### src/rtl/tile_stream_reader.sv
// Streams a ROW_N x COL_N tile from a sync-read buffer in (optionally mirrored) raster order.
// First pixel 3 cycles after start; a 2-entry skid buffer plus read credits give 1 pixel/cycle under out_ready.
module tile_stream_reader #(
   parameter int ROW_N  = 32,
   parameter int COL_N  = 32,
   parameter int ADDR_W = 10,
   parameter int DATA_W = 8
) (
   input  logic              clk,
   input  logic              rst,
   input  logic              start,
   input  logic              flip_h,
   input  logic              flip_v,
   output logic              busy,
   output logic              done,
   output logic              ce_mem,
   output logic [ADDR_W-1:0] addr_mem,
   input  logic [DATA_W-1:0] data_mem,
   output logic              out_valid,
   input  logic              out_ready,
   output logic [DATA_W-1:0] out_data,
   output logic              out_sol,
   output logic              out_eol,
   output logic              out_eof
);

   localparam int RW = (ROW_N > 1) ? $clog2(ROW_N) : 1;
   localparam int CW = (COL_N > 1) ? $clog2(COL_N) : 1;

   typedef enum logic [1:0] {IDLE, RUN, DRAIN} state_t;

   typedef struct packed {
      logic [DATA_W-1:0] dat;
      logic              sol;
      logic              eol;
      logic              eof;
   } pix_t;

   state_t            state_q, state_d;
   logic              flip_h_q, flip_h_d;
   logic              flip_v_q, flip_v_d;
   logic [RW-1:0]     r_q, r_d;
   logic [CW-1:0]     c_q, c_d;
   logic [ADDR_W-1:0] addr_q, addr_d;
   logic              inflight_q, inflight_d;
   logic [2:0]        mark_q, mark_d;
   logic [1:0]        count_q, count_d;
   pix_t              head_q, head_d;
   pix_t              tail_q, tail_d;
   logic              done_q, done_d;

   logic              out_vld;
   logic              pop;
   logic              issue;
   logic              last_pix;
   logic [2:0]        credit_used;
   logic [RW-1:0]     rr;
   logic [CW-1:0]     cc;
   logic [ADDR_W-1:0] addr_calc;
   pix_t              new_pix;

   always_comb begin
      state_d    = state_q;
      flip_h_d   = flip_h_q;
      flip_v_d   = flip_v_q;
      r_d        = r_q;
      c_d        = c_q;
      addr_d     = addr_q;
      inflight_d = 1'b0;
      mark_d     = mark_q;
      count_d    = count_q;
      head_d     = head_q;
      tail_d     = tail_q;
      done_d     = 1'b0;

      out_vld  = (count_q != 2'd0);
      pop      = out_vld & out_ready;
      last_pix = (r_q == RW'(ROW_N - 1)) && (c_q == CW'(COL_N - 1));

      // A pop in the same cycle frees a slot, so it counts as a returned credit.
      credit_used = 3'(count_q) + 3'(inflight_q) - 3'(pop);
      issue       = (state_q == RUN) && (credit_used < 3'd2);

      rr        = flip_v_q ? (RW'(ROW_N - 1) - r_q) : r_q;
      cc        = flip_h_q ? (CW'(COL_N - 1) - c_q) : c_q;
      addr_calc = (ADDR_W'(rr) << CW) | ADDR_W'(cc);

      new_pix = {data_mem, mark_q};

      inflight_d = issue;
      if (issue) begin
         addr_d = addr_calc;
         mark_d = {c_q == '0, c_q == CW'(COL_N - 1), last_pix};
         if (c_q == CW'(COL_N - 1)) begin
            c_d = '0;
            r_d = r_q + 1'b1;
         end else begin
            c_d = c_q + 1'b1;
         end
      end

      case (state_q)
         IDLE: begin
            // done_q marks the done cycle, where a new start is still refused.
            if (start && !done_q) begin
               state_d  = RUN;
               flip_h_d = flip_h;
               flip_v_d = flip_v;
               r_d      = '0;
               c_d      = '0;
            end
         end
         RUN: begin
            if (issue && last_pix) begin
               state_d = DRAIN;
            end
         end
         DRAIN: begin
            if (pop && head_q.eof) begin
               state_d = IDLE;
               done_d  = 1'b1;
            end
         end
         default: state_d = IDLE;
      endcase

      case ({inflight_q, pop})
         2'b10: begin
            if (count_q == 2'd0) begin
               head_d = new_pix;
            end else begin
               tail_d = new_pix;
            end
            count_d = count_q + 2'd1;
         end
         2'b01: begin
            head_d  = tail_q;
            count_d = count_q - 2'd1;
         end
         2'b11: begin
            if (count_q == 2'd1) begin
               head_d = new_pix;
            end else begin
               head_d = tail_q;
               tail_d = new_pix;
            end
         end
         default: ;
      endcase
   end

   always_ff @(posedge clk) begin
      if (rst) begin
         state_q    <= IDLE;
         flip_h_q   <= 1'b0;
         flip_v_q   <= 1'b0;
         r_q        <= '0;
         c_q        <= '0;
         addr_q     <= '0;
         inflight_q <= 1'b0;
         mark_q     <= '0;
         count_q    <= 2'd0;
         head_q     <= '0;
         tail_q     <= '0;
         done_q     <= 1'b0;
      end else begin
         state_q    <= state_d;
         flip_h_q   <= flip_h_d;
         flip_v_q   <= flip_v_d;
         r_q        <= r_d;
         c_q        <= c_d;
         addr_q     <= addr_d;
         inflight_q <= inflight_d;
         mark_q     <= mark_d;
         count_q    <= count_d;
         head_q     <= head_d;
         tail_q     <= tail_d;
         done_q     <= done_d;
      end
   end

   assign busy      = (state_q != IDLE);
   assign done      = done_q;
   assign ce_mem    = issue;
   assign addr_mem  = issue ? addr_calc : addr_q;
   assign out_valid = out_vld;
   assign out_data  = head_q.dat;
   assign out_sol   = out_vld & head_q.sol;
   assign out_eol   = out_vld & head_q.eol;
   assign out_eof   = out_vld & head_q.eof;

endmodule

### config.mk
export PLATFORM = sky130hd
export DESIGN_NAME = tile_stream_reader
export DESIGN_NICKNAME = d
export VERILOG_FILES = /design/src/rtl/tile_stream_reader.sv
export SDC_FILE = /design/constraint.sdc
export NUM_CORES = 1
export LEC_CHECK = 0
export CORE_MARGIN = 4
export CORE_UTILIZATION = 50
export DETAILED_ROUTE_END_ITERATION = 10
export GPL_TIMING_DRIVEN = 0
export PLACE_DENSITY = 0.75
export SLEW_MARGIN = 30
export SYNTH_ARGS = -nofsm -noshare
export SYNTH_HDL_FRONTEND = slang
export SYNTH_SLANG_ARGS = --single-unit
### constraint.sdc
create_clock -name clk -period 3.45 [get_ports clk]
set_input_delay 0.69 -clock clk [delete_from_list [all_inputs] [get_ports clk]]
set_output_delay 0.69 -clock clk [all_outputs]
set_load 0.01 [all_outputs]
* Yosys cells after proc, flatten, opt, wreduce, memory -nomap -nowiden
Cells that the tools add are included.
** Operators by class
- Add/sub/neg operators :: 8
- $lt $le $gt $ge :: 1
- Equality and inequality tests :: 14
- Mux-type cells :: 23
- Bitwise logic cells :: 6
- Reductions and logical operators :: 19
** Operators by type and width (number)
- 2-to-1 mux 5 bit :: 10
- 2-to-1 mux 11 bit :: 4
- case mux 11 bit (3 select lines) :: 1
- case mux 11 bit (2 select lines) :: 1
- adder 5 x 1 -> 5 bit (second input constant) :: 2
- == test 5 bit (second input constant) :: 2
- 2-to-1 mux 10 bit :: 1
- != test 2 bit (second input constant) :: 5
- OR 10 x 5 -> 10 bit :: 1
- subtractor 5 bit (first input constant) :: 2
- nonzero test 2 bit :: 4
- == test 2 x 1 -> 1 bit (second input constant) :: 3
- == test 2 bit (second input constant) :: 3
- 2-to-1 mux 2 bit :: 3
- case mux 2 bit (3 select lines) :: 1
- AND reduction 3 bit :: 2
- logical AND 1 bit :: 5
- zero test 5 bit :: 1
- AND 1 bit :: 4
- zero test 2 bit :: 2
- case mux 2 bit (2 select lines) :: 1
- AND reduction 2 bit :: 2
- adder 2 x 1 -> 3 bit :: 1
- less-than comparator 3 x 2 -> 1 bit (second input constant) :: 1
- 9 further kinds :: 9
** Storage, ports and cells
- Bits in registers :: 53
- Bits of input ports :: 14
- Output and inout port bits :: 25
- Word-level logic and storage cells :: 89

* Depth between registers and ports, before layout
Gate-level depths: netlist of the first run.
- Word-level depth :: 8
- Mapped depth :: 13
- Depth with buffers taken out :: 9

* Worst setup path after synthesis of the first run
No wires, ideal clock.
- Path type :: reg-to-output
- Start point :: register count_q[1]
- End point :: output addr_mem[2]
- Arrival time :: 2.860 ns
- Required time :: 2.760 ns
- Path slack :: -0.100 ns
- Cell stages (with the launch flop) :: 14
- Path buffers :: 4
- Cells stage by stage :: dfxtp_1 -> inv_1 -> ha_1 -> buf_4 -> clkbuf_1 -> nand2b_1 -> nor2_1 -> o21ai_0 -> fa_1 -> and3b_1 -> clkbuf_1 -> buf_4 -> a21oi_1 -> nor2_1
** On the way
- Longest elaborated chain between the ends :: 6
** Ends and longest elaborated chain
- from (decl) :: RTL line 47 : logic [1:0] count_q, count_d;
- from (signal assigned) :: RTL line 175 : count_q <= count_d;
- parallel branches: the longest is 2 deep, another holds adder 2 x 1 -> 3 bit
- subtractor 3 x 1 -> 3 bit * :: RTL line 81 : credit_used = 3'(count_q) + 3'(inflight_q) - 3'(pop);
- less-than comparator 3 x 2 -> 1 bit * :: RTL line 82 : issue = (state_q == RUN) && (credit_used < 3'd2);
- logical AND 1 bit * :: RTL line 82
- 2-to-1 mux 10 bit *
- to (decl) :: RTL line 17 : output logic [ADDR_W-1:0] addr_mem,
Every way passes the cells marked *.

* Worst setup path in the final report of the first run
- Start point :: register count_q[0]
- End point :: output addr_mem[7]
The elaborated chain is that of the path after synthesis.

==> results by stage, run 1 <==
Outcome:
- The run finished, with violations left.
- The checks that failed: negative setup slack.

Floorplanning:
- The die is 84.6 um tall.
- The effective utilization at floorplan is 0.523.
- The horizontal die dimension is 84.6 um.
- The core region is 5610 um^2.
- The top-level port count is 39.
- The floorplan step defined a die boundary enclosing 7150 um^2.
- The floorplan has 27 rows.

Synth:
- The post-synthesis average cell area is 8.67 um^2.
- The share of synthesized area in the top cell type comes to 0.362.
- The share of the Yosys chip area taken by registers is 0.362.
- The fraction of synthesis flops using an asynchronous set or reset pin is 0.
- In the synthesized netlist, the number of instances is 338.
- In the synthesized netlist the dominant register cell turns out to be dfxtp_1.
- By area the synthesized netlist is led by dfxtp_1 36%, nand2b_1 5.1%, mux2i_1 4.4%.
- During synthesis, Yosys emitted a total of 0 warnings.
- The unique cell type count in the Yosys netlist is 44.
- The area of the mapped netlist is 2930 um^2.
- The biggest area contributor in the post-synthesis netlist is dfxtp_1.
- Synthesis produced a netlist with a net count of 362.
- The synthesized design contains 53 register bits.
- The number of flops mapped to enable cells by yosys is 0.

Route:
- The remaining antenna violation count after routing is 0.
- Using the TritonRoute via totals, the vias-per-cell ratio works out to 5.75.
- Dividing the detail-routed wire length by the instance count gives 16.7 um.
- Before antenna repair, the detailed router went through 4 iterations.
- The post-route DRC violation count is 0.
- The routed layout has 2830 vias.
- Wires add up to 8230 um.
- The DRC marker count from the first detailed-route iteration is 194.

Timing:
- The hold slack is 0.489 ns.
- The slack of the critical path is -0.0232 ns.
- The final-report hold violation count is 0.
- For the pin with the worst max-slew slack, the measured transition is 0.573 ns.
- The number of setup violations in the final report is 2.
- Setup repair after global routing could not meet its margin everywhere.
- Headroom to the max-slew limit came out at 0.618.
- The shortest clock period the worst path allows after layout is 3.47 ns.
- The final clock period utilization by the worst path is 1.01.
- The setup skew after layout is 0.00695 ns.
- The highest clock frequency the design can meet is 288 MHz.
- The final number of max-transition violations is 0.

GRT:
- The number of antenna violations at the first check in global routing is 0.
- The total routing usage reported by global routing is 0.226.
- The number of global-route vias before repair is 2724.
- The first global-routing pass estimated 13100 um of wire.
- The residual overflow from global routing is 0.
- The pin count of the biggest net entering global routing is 17.

Clock network:
- The number of buffers between clock root and the deepest sink is 2.
- The clock latency on the worst-skew pair is 0.32 ns.
- The clock input transition at the sequential cells of the worst setup and hold paths is 0.10 ns.
- The number of clock sinks is 53.
- After clock tree synthesis, the flow added hold-fix buffers numbering 0.
- TritonCTS built the clock tree.
- The deepest level of the CTS H-tree is 2.
- The tree is rooted in a clkbuf_8.
- The number of clock buffers added by TritonCTS is 5.

Final layout:
- At the end of the flow the core is filled with cells to 0.716.
- The area taken by flip-flops and latches is 1070 um^2.
- Relative to the synthesized area, the layout overhead comes to 37.0%.
- The layout has 429 filler cells.
- The count of non-filler cells in the finished layout is 492.
- The final layout contains 443 nets.
- The number of antenna diodes in the final layout is 0.
- The share of post-route cells with drive strength above 1 is 0.274.
- The area of the multi-input gates is 1870 um^2.

Job:
- The max-capacitance violation count is 0.

Hold path:
- The endpoint with the worst hold slack is mark_q[1].
- The path class of the tightest hold or removal check is reg -> reg.
- The worst hold path startpoint is mark_q[1].
- The worst hold path was traced through 2 stages.

Placed design:
- The half-perimeter wire length after detailed placement is 4820 um.
- Including well taps, the total number of placed cells is 447.
- During placement, the flow inserted port buffers numbering 37.
- The congestion estimate from routability-driven global placement came to 0.797.

Critical path:
- The launching point of the worst reg2reg path is count_q[0].
- The endpoint identified for the worst register-to-register timing path is addr_q[9].
- The number of cell instances on the worst register-to-register path is 17.
- The launching element of the worst setup path is count_q[0].
- The startpoint kind of the worst setup timing path is a flop.
- The required time reported for the critical path endpoint is 2.76 ns.
- The setup path with the least slack is of type reg -> out.
- For flop-to-flop paths, the worst setup slack is 0.47 ns.
- The maximum fanout encountered on the critical timing path is 6.
- Data arrives at the worst endpoint at 2.78 ns.
- The worst setup path is captured at an output port.

Pwr:
- In this run the static leakage power is 1.71 nW.
- In this run the power density over the cells is 781 nW/um^2.
- The post-route total power is 3.13 mW.
- The maximum resistive drop on vdd is 0.000414 V.
-- metrics by stage --
stage / area (um^2) / setup TNS, ns / setup slack (ns)
6_report: 4010 / -0.0320 / -0.0232
5_1_grt: 4010 / -0.691 / -0.126
4_1_cts: 3930 / -0.579 / -0.0850
3_5_place_dp: 3390 / -9.56 / -1.06
3_3_place_gp: 3390 / -9.50 / -1.06
2_1_floorplan: 2930 / 0 / 0.0630
-- timing repair --
action	CTS	global route
endpoints found under the hold margin	0	0
setup endpoints to repair	11	11
buffers inserted	31	7
cloned	1	0
pin swaps	21	21
resized for setup	103	17
-- worst max-delay path by stage --
| stage | endpoint | slack (ns) | depth (start not counted) |
|---|---|---|---|
| floorplan | addr_mem[2] | 0.06 | 13 |
| global placement | addr_mem[7] | -1.06 | 10 |
| detailed placement | addr_mem[7] | -1.06 | 10 |
| CTS | addr_mem[7] | -0.09 | 14 |
| global route | addr_mem[7] | -0.13 | 12 |
| finish | addr_mem[7] | -0.02 | 12 |
-- layout make-up --
class | count | share of cell area
flip-flops and latches | 53 | 0.266
well taps | 72 | 0.0224
clock inverters | 2 | 0.00343
clock buffers | 6 | 0.0181
repair buffers | 75 | 0.150
plain buffers | 34 | 0.0636
inverters | 9 | 0.00966
multi-input cells | 241 | 0.466
-- cells in the mapped netlist (12+ instances only) --
cell type	number
o21ai_0	13
clkbuf_1	15
nor2b_1	12
xor2_1	13
dfxtp_1	53
buf_4	12
nand2b_1	24
a21oi_1	24
nor3_1	21
mux2i_1	13
nor2_1	27
-- state kept, by name, summed over array words and instances, names as in the netlist, 2 cells and up --
name      cells
head_q        3
c_q           5
addr_q       10
state_q       2
mark_q        3
r_q           5
out_data      8
tail_q       11
count_q       2
-- layout by cell type, fill, tap and decap left out, types with 3 or more instances in the layout --
| cell | n |
|---|---|
| a21oi_1 | 17 |
| a21oi_2 | 4 |
| a21oi_4 | 4 |
| a221oi_1 | 11 |
| and2b_1 | 3 |
| buf_2 | 14 |
| buf_4 | 46 |
| buf_6 | 3 |
| buf_8 | 4 |
| clkbuf_1 | 11 |
| clkbuf_2 | 3 |
| clkbuf_8 | 6 |
| clkdlybuf4s50_1 | 25 |
| dfxtp_1 | 51 |
| ha_1 | 8 |
| inv_1 | 7 |
| mux2i_1 | 13 |
| nand2_1 | 6 |
| nand2b_1 | 23 |
| nand3_1 | 8 |
| nand3b_1 | 5 |
| nor2_1 | 24 |
| nor2b_1 | 12 |
| nor3_1 | 11 |
| nor3_4 | 10 |
| nor4b_1 | 3 |
| o21ai_0 | 12 |
| o21bai_1 | 11 |
| o32ai_1 | 11 |
| xor2_1 | 12 |
-- worst max-delay path, cell delays in order (launching register included) --
cell	delay, ns
dfxtp_4	0.37
inv_4	0.04
ha_4	0.16
clkbuf_16	0.14
nand2b_4	0.14
nor2_4	0.10
o21ai_2	0.08
fa_2	0.58
nand3b_1	0.21
buf_8	0.22
nor3_4	0.21
nor2_2	0.07
buf_2	0.14
-- cell families (layout without fill, tap and decap cells) --
| group | Yosys count | count (layout) | synth area share |
|---|---|---|---|
| AOI/OAI and AO/OA | 78 | 78 | 0.178 |
| xor gates and xnor gates | 14 | 14 | 0.0444 |
| adders and majority gates | 10 | 10 | 0.0453 |
| buffers and inverters | 44 | 126 | 0.0764 |
| DFF | 53 | 53 | 0.362 |
| muxes | 14 | 14 | 0.0482 |
| and+or+nand+nor | 125 | 125 | 0.246 |
-- report_power, final --
group / internal (mW) / switching, mW
Sequential: 0.753 / 0.100
Combinational: 0.927 / 0.986
Clock: 0.145 / 0.221
Total: 1.83 / 1.31
-- metal layers --
metal | vias up | share of wire | GRT usage
met3 | 14 | 0.071 | 0.0530
met2 | 95 | 0.48 | 0.372
met1 | 1361 | 0.43 | 0.296
met4 | 0 | 0.016 | 0.0691
li1 | 1360 | - | -
met5 | - | 0 | 0
Power figures use the tool's default switching activity.
==> run 2: changes to the inputs <==
Settings changed: GPL_ROUTABILITY_DRIVEN set to 0.
==> results of run 2 <==
Same layout as run 1: the final DEF is identical, and so are final timing and power.
==> run 3: changes to the inputs <==
Settings changed: CTS_CLUSTER_SIZE set to 8, SETUP_SLACK_MARGIN set to 0.02.
==> results by stage, run 3 (synthesis gave the netlist of run 1 again) <==
Outcome:
- The flow ran to the end, but the final reports show violations.
- The checks that failed: negative setup slack.

Timing:
- The setup skew after layout is 0.00892 ns (+0.00197 ns).
- The final clock period utilization by the worst path came to 1.00 (-0.00265).
- The actual slew at the worst max-slew pin is 0.567 ns (-0.00680 ns).
- The final number of max-transition violations is 0 (unchanged).
- The hold slack is 0.488 ns (-0.00123 ns).
- The number of setup violations in the final report is 1 (-1).
- The final sum of negative setup slack is -0.0140 ns (+0.0180 ns).
- The slack of the critical path came to -0.0140 ns (+0.00915 ns).
- The final-report hold violation count is 0 (unchanged).
- The highest clock frequency the design can meet is 289 MHz (+0.26%).
- The shortest clock period the worst path allows after layout is 3.46 ns (-0.00915 ns).
- The remaining max-slew budget at the tightest pin is 0.622 (+0.00453).
- Setup repair after global routing could not meet its margin everywhere.

Placed design:
- The cell count after placement is 447 (unchanged).
- The count of buffers inserted at the top-level ports was 37 (unchanged).
- The half-perimeter wire length after detailed placement is 4820 um (unchanged).
- The area of placed instances is 3390 um^2 (unchanged).
- The pre-CTS worst setup slack came to -1.06 ns (unchanged).

Job:
- The max-capacitance violation count is 0 (unchanged).

Pwr:
- The portion of total power attributed to sequential cells was 0.272 (about the same).
- The post-route total power is 3.13 mW (about the same).
- The maximum resistive drop on vdd came to 0.000389 V (-6.1%).
- The combinational group share of total power came to 0.611 (about the same).
- The internal power of the cells came to 1.83 mW (about the same).
- The power density of the placed cells is 780 nW/um^2 (about the same).
- The cell leakage power is 1.71 nW (about the same).
- The proportion of power drawn by the clock network is 0.117 (about the same).
- The switching part of the total was 0.417 (about the same).
- The net switching power figure is 1.31 mW (about the same).

Final layout:
- The filler cell count came to 432 (+0.70%).
- The most frequent standard cell in the layout excluding fill and tap cells is dfxtp_1.
- The final non-filler cell area is 4020 um^2 (about the same).
- The utilization after layout is 0.716 (about the same).
- The register with the most flip-flops is tail_q.
- The net count reported at finish is 443 (unchanged).
- The relative area change from synthesis to final layout is 37.1% (about the same).
- The area taken by flip-flops and latches was 1070 um^2 (unchanged).
- The flip-flop count of the largest register after layout is 11 (unchanged).
- In the layout the commonest cells are 51 x dfxtp_1, 46 x buf_4, 25 x clkdlybuf4s50_1, 23 x nor2_1, 23 x nand2b_1.
- The count of non-filler cells in the finished layout is 492 (unchanged).
- The area of the multi-input gates is 1870 um^2 (+0.13%).
- The share of post-route cells with drive strength above 1 came to 0.276 (+0.00238).
- The count of antenna diodes in the layout was 0 (unchanged).

Critical path:
- The worst setup path is launched from a flop.
- The required time reported for the critical path endpoint was 2.76 ns (about the same).
- The critical setup path kind is reg -> out.
- The type of element capturing the critical path is an output port.
- The largest individual stage delay along the critical path comes from the cell fa_2.
- The maximum fanout encountered on the critical timing path is 6 (unchanged).
- The critical path buffer and inverter count is 4 (unchanged).
- The worst stage delay on the critical path came to 0.58 ns (about the same).
- Grouping stages by cell kind, the critical path spends the most delay in adder cells.
- Traced cell by cell, the critical path runs through inv_4 > ha_4 > clkbuf_16 > nand2b_4 > nor2_4 > o21ai_2 > fa_2 > nand3b_1 > buf_8 > nor3_4 > nor2_2 > buf_2.
- The data arrival time at the worst-slack endpoint was 2.77 ns (about the same).

Route:
- The via total after detailed routing came to 2836 (+0.21%).
- The detailed-route wire length per cell is 16.7 um (-0.19%).
- The post-route DRC violation count is 0 (unchanged).
- The DRC marker count from the first detailed-route iteration came to 180 (-7.2%).
- The remaining antenna violation count after routing came to 0 (unchanged).
- The total routed wirelength was 8210 um (-0.19%).
- The first-pass iteration count of the detailed router is 4 (unchanged).
- The detail-routed via count per cell is 5.76 (+0.21%).

Clock network:
- The number of buffers between clock root and the deepest sink came to 2 (unchanged).
- The clock input transition at the sequential cells of the worst setup and hold paths is 0.10 ns (about the same).
- TritonCTS built the clock tree.
- The root buffer cell chosen for the clock tree is clkbuf_8.
- The clock latency on the worst-skew pair is 0.32 ns (about the same).
- The TritonCTS buffer count came to 5 (unchanged).
- The deepest level of the CTS H-tree is 2 (unchanged).
- The number of clock sinks is 53 (unchanged).
- The number of hold buffers added after CTS was 0 (unchanged).

Floorplanning:
- The top-level port count is 39 (unchanged).
- The die span in y is 84.6 um (unchanged).
- The standard-cell row count was 27 (unchanged).
- The effective utilization at floorplan is 0.523 (unchanged).
- The floorplan core area was 5610 um^2 (unchanged).
- The die footprint came to 7150 um^2 (unchanged).
- The horizontal die dimension is 84.6 um (unchanged).

GRT:
- The number of antenna violations at the first check in global routing is 0 (unchanged).
- The pin count of the biggest net entering global routing was 17 (unchanged).
- The number of global-route vias before repair is 2724 (unchanged).
- The residual overflow from global routing is 0 (unchanged).
- The total routing usage reported by global routing was 0.227 (+0.00102).
- The global-route wire length before repair is 13200 um (+0.32%).

Hold path:
- The min-delay analysis places its worst path in the category reg -> reg.
run 3: cell types whose count changed in the layout (fill, tap and decap cells not counted):
cell      change
buf_2         +1
clkbuf_2      -1
nor2_1        -1
nor2_2        +1
run 3: path summary, 6_finish.rpt:
check / startpoint / to / slack (ns) / depth (start not counted)
max reg2reg: count_q[1] / addr_q[9] / 0.48 / 18
min reg2reg: mark_q[2] / mark_q[2] / 0.49 / 2
min: mark_q[2] / mark_q[2] / 0.49 / 2
max: count_q[1] / addr_mem[7] / -0.01 / 12
run 3: area by class of cell:
cell class / count / share of cell area
Clock buffer: 6 / 0.0181
Sequential cell: 53 / 0.266
Tap cell: 72 / 0.0224
Buffer: 34 / 0.0636
Timing Repair Buffer: 75 / 0.150
Multi-Input combinational cell: 241 / 0.467
Clock inverter: 2 / 0.00343
Inverter: 9 / 0.00966
run 3: power groups by stage:
| stage | Sequential (mW) | Combinational (mW) | Clock [mW] |
|---|---|---|---|
| finish | 0.853 | 1.91 | 0.366 |
| detailed placement | 0.844 | 1.36 | 0 |
| global placement | 0.838 | 1.35 | 0 |
| floorplan | 0.825 | 0.892 | 0 |
| CTS | 0.834 | 1.76 | 0.365 |
| global route | 0.869 | 2.06 | 0.388 |
run 3: timing repair:
action                                 CTS  global route
cloned                                   1             0
setup buffers                           31             7
pin swaps                               21            21
setup endpoints to repair               11            11
gates resized for setup                104            18
endpoints found under the hold margin    0             0
run 3: worst min-delay path, cell delays in order (launching register included):
cell and delay [ns]:
dfxtp_1 0.32, o21ai_0 0.07, a21oi_1 0.06
run 3: routing by layer:
layer  GRT usage  share of wire  vias to the layer above
li1            -              -                     1358
met1       0.296           0.42                     1364
met2       0.378           0.48                       98
met3      0.0520          0.073                       16
met4      0.0647          0.019                        0
met5           0              0                        -
